## src/rtl/fetch_stage.sv

```systemverilog
// Instruction-fetch stage: credit-limited in-order imem requests, an address
// FIFO that pairs each response with its PC, and an instruction queue toward
// decode. A redirect flushes the queue and arranges for in-flight responses
// to be discarded as they return.
module fetch_stage #(
  parameter int XLEN     = 32,
  parameter int FQ_DEPTH = 2
) (
  input  logic            clock,
  input  logic            reset_n,
  input  logic [XLEN-1:0] io_pc,
  input  logic            io_redirect,
  output logic            io_pc_stall,
  output logic            io_imem_req_valid,
  input  logic            io_imem_req_ready,
  output logic [XLEN-1:0] io_imem_req_addr,
  input  logic            io_imem_resp_valid,
  input  logic [XLEN-1:0] io_imem_resp_data,
  output logic            io_id_valid,
  input  logic            io_id_ready,
  output logic [XLEN-1:0] io_id_inst,
  output logic [XLEN-1:0] io_id_pc
);
  localparam int PW = $clog2(FQ_DEPTH);
  localparam int CW = PW + 1;
  localparam logic [CW:0] DEPTH_OCC = FQ_DEPTH[CW:0];

  typedef logic [PW-1:0] ptr_t;
  typedef logic [CW-1:0] cnt_t;
  typedef struct packed {
    logic [XLEN-1:0] pc;
    logic [XLEN-1:0] inst;
  } fq_entry_t;

  cnt_t            inflight_q, inflight_d;
  cnt_t            drop_q, drop_d;
  cnt_t            q_cnt_q, q_cnt_d;
  ptr_t            af_wr_q, af_rd_q;
  ptr_t            fq_wr_q, fq_wr_d, fq_rd_q, fq_rd_d;
  logic [XLEN-1:0] af_mem_q [FQ_DEPTH];
  fq_entry_t       fq_mem_q [FQ_DEPTH];

  logic [CW:0] occ;
  logic        req_fire, enq, deq;

  // Credit: every issued request already owns a queue slot for its response.
  // Gating with reset_n keeps the request and stall outputs at their reset
  // values while reset is held, not just from the next edge.
  always_comb begin
    occ               = {1'b0, inflight_q} + {1'b0, q_cnt_q};
    io_imem_req_valid = reset_n & ~io_redirect & (occ < DEPTH_OCC);
    req_fire          = io_imem_req_valid & io_imem_req_ready;
    io_pc_stall       = ~req_fire;
    io_imem_req_addr  = io_pc;
    io_id_valid       = (q_cnt_q != '0);
    io_id_pc          = fq_mem_q[fq_rd_q].pc;
    io_id_inst        = fq_mem_q[fq_rd_q].inst;
    // Responses during a redirect, or owed to an earlier redirect, are discarded.
    enq               = io_imem_resp_valid & ~io_redirect & (drop_q == '0);
    deq               = io_id_valid & io_id_ready & ~io_redirect;
  end

  // Next-state for counters and queue pointers; a redirect flushes the queue
  // and recomputes how many returning responses are stale.
  always_comb begin
    inflight_d = inflight_q + cnt_t'(req_fire) - cnt_t'(io_imem_resp_valid);
    drop_d     = drop_q;
    q_cnt_d    = q_cnt_q + cnt_t'(enq) - cnt_t'(deq);
    fq_wr_d    = fq_wr_q + ptr_t'(enq);
    fq_rd_d    = fq_rd_q + ptr_t'(deq);
    if (io_redirect) begin
      drop_d  = inflight_q - cnt_t'(io_imem_resp_valid);
      q_cnt_d = '0;
      fq_wr_d = '0;
      fq_rd_d = '0;
    end else if (io_imem_resp_valid && drop_q != '0) begin
      drop_d = drop_q - cnt_t'(1);
    end
  end

  // Control state with asynchronous clear.
  always_ff @(posedge clock or negedge reset_n) begin
    if (!reset_n) begin
      inflight_q <= '0;
      drop_q     <= '0;
      q_cnt_q    <= '0;
      af_wr_q    <= '0;
      af_rd_q    <= '0;
      fq_wr_q    <= '0;
      fq_rd_q    <= '0;
    end else begin
      inflight_q <= inflight_d;
      drop_q     <= drop_d;
      q_cnt_q    <= q_cnt_d;
      af_wr_q    <= af_wr_q + ptr_t'(req_fire);
      af_rd_q    <= af_rd_q + ptr_t'(io_imem_resp_valid);
      fq_wr_q    <= fq_wr_d;
      fq_rd_q    <= fq_rd_d;
    end
  end

  // Storage arrays: contents are only meaningful behind the valid counters.
  always_ff @(posedge clock) begin
    if (req_fire) af_mem_q[af_wr_q] <= io_pc;
    if (enq)      fq_mem_q[fq_wr_q] <= '{pc: af_mem_q[af_rd_q], inst: io_imem_resp_data};
  end

  // A response with nothing outstanding means the memory broke the protocol.
  a_resp_has_req: assert property (@(posedge clock) disable iff (!reset_n)
                                   io_imem_resp_valid |-> (inflight_q != '0));

endmodule

```

## config.mk

```make
export PLATFORM = sky130hd
export DESIGN_NAME = fetch_stage
export DESIGN_NICKNAME = d
export VERILOG_FILES = /design/src/rtl/fetch_stage.sv
export SDC_FILE = /design/constraint.sdc
export NUM_CORES = 1
export LEC_CHECK = 0
export BUFFER_PORTS_ARGS = -buffer_cell sky130_fd_sc_hd__buf_2
export CAP_MARGIN = 20
export CORE_MARGIN = 3
export CORE_UTILIZATION = 55
export CTS_BUF_LIST = sky130_fd_sc_hd__clkbuf_4 sky130_fd_sc_hd__clkbuf_8
export DETAILED_ROUTE_END_ITERATION = 6
export PLACE_DENSITY = 0.92
export SYNTH_ARGS = -nofsm -noshare
export SYNTH_HDL_FRONTEND = slang
export SYNTH_SLANG_ARGS = --single-unit
```

## constraint.sdc

```tcl
create_clock -name clock -period 3.76 [get_ports clock]
set_clock_uncertainty 0.2 [all_clocks]
set_input_delay 0.188 -clock clock [delete_from_list [all_inputs] [get_ports clock]]
set_output_delay 0.188 -clock clock [all_outputs]
set_load 0.05 [all_outputs]
```

==> results of run 1 <==
repair_timing:
item                      in CTS  in global routing
hold buffers                  70                  0
gates resized for setup        0                  0
hold endpoints to repair     148                  0
routing by layer:
| metal | track usage [%] | up-vias | part of all wire [%] |
|---|---|---|---|
| met2 | 34.26 | 167 | 53 |
| met4 | 6.378 | 0 | 2.4 |
| met3 | 3.859 | 36 | 5.7 |
| met1 | 21.48 | 2052 | 39 |
| li1 | - | 1913 | - |
| met5 | 0 | - | 0 |
final timing paths:
path	end	slack (ps)	startpoint	cells after the start
setup / recovery	af_mem_q[0][28]$_DFFE_PP_	710	inflight_q[0]$_DFF_PN0_	6
min in group asynchronous	drop_q[1]$_DFFE_PN0P_	550	reset_n	3
max in group asynchronous	fq_rd_q$_DFF_PN0_	2470	reset_n	3
setup reg to reg	af_mem_q[0][28]$_DFFE_PP_	710	inflight_q[0]$_DFF_PN0_	6
hold reg to reg	fq_mem_q[1][34]$_DFFE_PP_	360	af_mem_q[1][2]$_DFFE_PP_	1
hold / removal	fq_mem_q[1][18]$_DFFE_PP_	190	io_imem_resp_data[18]	2
Yosys cell counts:
cell      instances  area [µm²]
a21boi_1          1       7.510
nor2_1            6       22.52
xnor2_1           5       43.79
nand2_1           1       3.750
or2_2             1       6.260
mux2_2           96        1081
edfxtp_1        192        5766
nor2b_1           3       18.77
o31a_1            1       8.760
inv_1             9       33.78
buf_4            32       240.2
and2_1            1       6.260
fa_1              1       20.02
nand2_2           1       6.260
dfrtp_1          10       250.2
ha_1              8       100.1
mux2i_1           1       10.01
and3b_1           1       8.760
xnor2_2           1       16.27
o21ai_0           1       5.000
nor4b_4           1       23.77
buf_6             1       11.26
buf_2            11       55.05
xor2_1            3       26.28
final cells by class:
type | count | area, µm² | area share, %
flip-flops and latches | 202 | 6017 | 60.93
repair buffers | 242 | 1572 | 15.91
multi-input cells | 133 | 1450 | 14.68
clock buffers | 39 | 486.7 | 4.928
well taps | 176 | 220.2 | 2.230
clock inverters | 16 | 96.34 | 0.9755
inverters | 9 | 33.78 | 0.3421
layout by cell type (no fill, tap or decap), types with 2 or more instances in the layout:
cell type	netlist	layout
clkinv_2	0	8
xnor2_1	5	5
clkbuf_4	0	8
clkinv_1	0	7
buf_2	11	168
inv_1	9	9
dlygate4sd3_1	0	70
mux2_2	96	96
buf_4	32	4
dfrtp_1	10	9
xor2_1	3	3
clkbuf_8	0	31
ha_4	0	2
ha_1	8	5
nor2b_1	3	3
nor2_1	6	5
edfxtp_1	192	192
registers in the layout, indices dropped and copies added, names as in the netlist:
signal,count
inflight_q,2
af_mem_q,64
q_cnt_q,2
fq_rd_q,1
fq_mem_q,128
af_wr_q,1
drop_q,2
fq_wr_q,1
af_rd_q,1
power by group through the flow:
stage,combinational (mW),sequential (mW),clock (mW)
2_1_floorplan,1.12,2.78,0
3_3_place_gp,1.31,2.84,0
3_5_place_dp,1.35,2.86,0
4_1_cts,1.42,2.81,1.73
5_1_grt,1.50,2.83,1.83
6_report,1.41,2.81,1.69
through the flow:
| step | area [µm²] | utilization (%) | total power [mW] | hold WS [ps] |
|---|---|---|---|---|
| after floorplan | 7774 | - | 3.906 | -307.6 |
| final | 9876 | 73.12 | 5.904 | 194.5 |
| after global routing | 9876 | 73.12 | 6.151 | 164.4 |
| after detailed placement | 8592 | 63.62 | 4.209 | -136.9 |
| after global placement | 8592 | 63.62 | 4.145 | -142.9 |
| after CTS | 9876 | 73.12 | 5.954 | 162.4 |
cells by family (layout without fill, tap and decap cells):
kind of cell / count (synthesis) / in the layout / share of synthesized area [%]
buf+inv: 53 / 306 / 4.379
mux: 97 / 97 / 14.04
flops: 202 / 202 / 77.41
xor+xnor: 9 / 9 / 1.111
simple gates: 15 / 15 / 1.240
fa+ha+maj: 9 / 9 / 1.546
compound gates: 3 / 3 / 0.2737
==> impl_metrics.ini, run 1 <==
[synth]
postSynthNetCount = 467
synthesis.area_um2 = 7771
postSynthAreaPerCell_um2 = 20.03
yosysWarnings = 0
synth_cell_types = 24
seq_area_frac_synth_pct = 77.41
syn_inst = 388
synth_seq_cells = 202

[placement]
dp_cells = 692
port_buffers = 168
gp_congestion = 0.7910
hpwlAfterDp_um = 8456
post-place-ws_ps = 722.8

[critical_path]
crit_fanout = 32
cpMaxStageDelayCell = ha_2
path_delay_family = adder cells
crit_required_ps = 3700
crit_path_cell_trace = and2_1 -> fa_1 -> nor4b_4 -> nand2_2 -> inv_1 -> ha_2
crit_buf_inv = 1
cp_data_arrival_time_ps = 2990
startpoint_type = flop
critPathMaxStageDelay_ps = 720
crit_type = reg2reg
crit_path_end_kind = flop

[sta]
finalCritPeriodShare_pct = 81.11
finalSetupViolCount = 0
rsz0062_at_grt = false
finalHoldViolations = 0
worstMarginPinSlew_ps = 943.3
relSlewSlack_pct = 37.11
fin_setup_tns_ps = 0
setup_slack_ps = 710.1
max_freq_mhz = 327.9
period_needed_ps = 3050
slew_viol_final = 0

[die]
placementRows = 42
die_y_um = 124.9
die_w_um = 124.9
core_um2 = 13510
ioPinCount = 169
start_util_pct = 57.54
dieArea_um2 = 15590

[pwr]
p_clk_share_pct = 28.6
ir_drop_mv = 0.4512
p_int_mw = 4.127
leakage_nw = 3.717
switchingPower_mw = 1.777
seq_power_share_pct = 47.5
powerDensity_nw_per_um2 = 597.8
combPwrFrac_pct = 23.9
swShare_pct = 30.10

[job]
drv_cap = 0

[layout]
syn_to_final_growth_pct = 27.08
diodes = 0
fill_cells = 788
layout-drive-gt1-share_pct = 50.70
fin_cells = 817
nNetsFinal = 698

[detailed_routing]
first_pass_iters = 4
drtAntennaViolNets = 0
routed_wl_um = 14690
routedWlPerCell_um = 17.98
drtIter0Drc = 179
route.detailed.drc = 0
via_per_inst = 5.102
via_count = 4168

[grt]
overflow = 0
grt_pass1_wl_um = 23320
grt_pass1_vias = 4649
grt_max_degree = 65
grt_use_total_pct = 18.57
antenna_found_initial = 0

[cts]
clkTransAtPathRegs_ps = 60
root_buffer = clkbuf_8
htreeDepth = 1
insertion_delay_ps = 520
clkSinkCount = 202
cts_buffers = 31
cts_setup_buffers = 0
clock_path_buffers = 3
tritoncts = built

[min_path]
hold_path_class = in2reg

[outcome]
status = finished, final reports clean
No activity file was read; power rests on OpenSTA's default activity.
==> run 2, diff against run 1 <==
==> constraint.sdc (replaced) <==
create_clock -name clock -period 3.2 [get_ports clock]
set_clock_uncertainty 0.2 [all_clocks]
set_input_delay 0.16 -clock clock [delete_from_list [all_inputs] [get_ports clock]]
set_output_delay 0.16 -clock clock [all_outputs]
set_load 0.05 [all_outputs]
==> run 2 against run 1 <==
Compared with the run above: first-iteration DRC count fell by 1.7%; clock-buffer cell count grew 8; non-clock buffer count increased by 3; worst setup slack worse by 280 ps; critical endpoint is now af_mem_q[0][3]$_DFFE_PP_; critical path type unchanged.
==> impl_metrics.ini, run 2 (synthesis results as in run 1) <==
[layout]
syn_to_final_growth_pct = 28.10
largest_register_ffs = 128
top_register = fq_mem_q
reg_top3 = fq_mem_q x128, af_mem_q x64
layout-drive-gt1-share_pct = 51.47
diodes = 0
layout_commonest_cell = edfxtp_1
mostFrequentLayoutCells = 192 x edfxtp_1, 168 x buf_2, 96 x mux2_2
nNetsFinal = 700
fin_cells = 821

[pwr]
finalPower_mw = 7.011
leakage_nw = 3.758
powerDensity_nw_per_um2 = 704.3
ir_drop_mv = 0.5406

[sta]
slew_viol_final = 0
relSlewSlack_pct = 66.10
period_needed_ps = 2767
finalSetupViolCount = 0
worstMarginPinSlew_ps = 508.6
max_freq_mhz = 361.3
setup_slack_ps = 432.5
whs_ps = 134.5
rsz0062_at_grt = false
finalHoldViolations = 0
finalCritPeriodShare_pct = 86.48

[critical_path]
r2r_cells = 6
crit_path_end_kind = flop
startpoint_type = flop
crit_fanout = 32
cp_data_arrival_time_ps = 2730
crit_required_ps = 3160
r2r-start = q_cnt_q[0]$_DFF_PN0_
crit_type = reg2reg
reg2reg_to = af_mem_q[0][3]$_DFFE_PP_
r2r_slack_ps = 430

[cts]
htreeDepth = 1
root_buffer = clkbuf_8
insertion_delay_ps = 550
clock_path_buffers = 3
clkSinkCount = 202
cts_buffers = 30
tritoncts = built
clkTransAtPathRegs_ps = 60

[detailed_routing]
first_pass_iters = 4
via_count = 4170
drtAntennaViolNets = 0
drtIter0Drc = 176
route.detailed.drc = 0
routed_wl_um = 14870
routedWlPerCell_um = 18.11
via_per_inst = 5.079

[placement]
dp_cells = 695
gp_congestion = 0.7915
post-place-ws_ps = 457.0
port_buffers = 168
hpwlAfterDp_um = 8735

[die]
dieArea_um2 = 15590
die_w_um = 124.9
start_util_pct = 57.54
placementRows = 42
ioPinCount = 169
core_um2 = 13510
die_y_um = 124.9

[grt]
grt_pass1_wl_um = 23560
antenna_found_initial = 0
grt_use_total_pct = 19.05
overflow = 0
grt_pass1_vias = 4554
grt_max_degree = 66

[min_path]
worstHoldStart = io_imem_resp_data[31]
hold_path_class = in2reg
hold_end = fq_mem_q[1][31]$_DFFE_PP_
worstHoldPathCells = 2

[job]
drv_cap = 0

[outcome]
status = finished, final reports clean
[run 2: changes by cell type in the layout (fill, tap and decap cells not counted), sizes merged]
cell,before,now
clkinv,15,7
clkinvlp,0,1
buf,172,175
clkbuf,39,47
inv,9,10
bufinv,1,0
[run 2: critical path, cell delays in order, from the launching register on]
cell and delay, ps:
dfrtp_1 410, and2_1 170, fa_1 500, nor4b_4 410, nand2_4 120, inv_1 110
ha_4 470
[run 2: cell type report]
type / instances / area (µm²)
Clock buffer: 47 / 565.5
Clock inverter: 9 / 46.29
Fill cell: 765 / 3551
Inverter: 9 / 33.78
Multi-Input combinational cell: 133 / 1465
Sequential cell: 202 / 6017
Tap cell: 176 / 220.2
Timing Repair Buffer: 245 / 1607
[run 2: power breakdown]
| group | switching [mW] | internal [mW] |
|---|---|---|
| Clock | 0.913 | 1.13 |
| Combinational | 1.12 | 0.615 |
| Sequential | 0.0742 | 3.17 |
| Total | 2.10 | 4.91 |
[run 2: worst max path at each step]
stage,startpoint,to,slack [ps],cells past startpoint
after floorplan,inflight_q[0]$_DFF_PN0_,af_mem_q[1][0]$_DFFE_PP_,-60,5
after global placement,inflight_q[0]$_DFF_PN0_,af_mem_q[0][29]$_DFFE_PP_,560,6
after detailed placement,inflight_q[0]$_DFF_PN0_,af_mem_q[0][3]$_DFFE_PP_,460,6
after CTS,inflight_q[0]$_DFF_PN0_,io_pc_stall,430,5
after global routing,q_cnt_q[0]$_DFF_PN0_,af_mem_q[1][7]$_DFFE_PP_,360,6
final,q_cnt_q[0]$_DFF_PN0_,af_mem_q[0][3]$_DFFE_PP_,430,6
[run 2: what timing repair did]
action                    in CTS  in global routing
hold buffers                  70                  0
hold endpoints to repair     151                  0
buffers inserted               0                  0
resized for setup              0                  0
[run 2: through the flow]
stage	TNS (ps)	cell area (µm²)	util (%)
floorplan	-1881	7796	-
global placement	0	8642	63.99
detailed placement	0	8642	63.99
CTS	0	9955	73.71
global route	0	9955	73.71
finish	0	9955	73.71
[run 2: per-layer routing]
metal  wire (µm)  vias to the layer above  global-route usage [%]
met1        5871                     2048                   22.82
met4         348                        0                   6.059
met3         959                       31                   4.331
met2        7688                      175                   34.29
li1            -                     1916                       -
met5           0                        -                       0
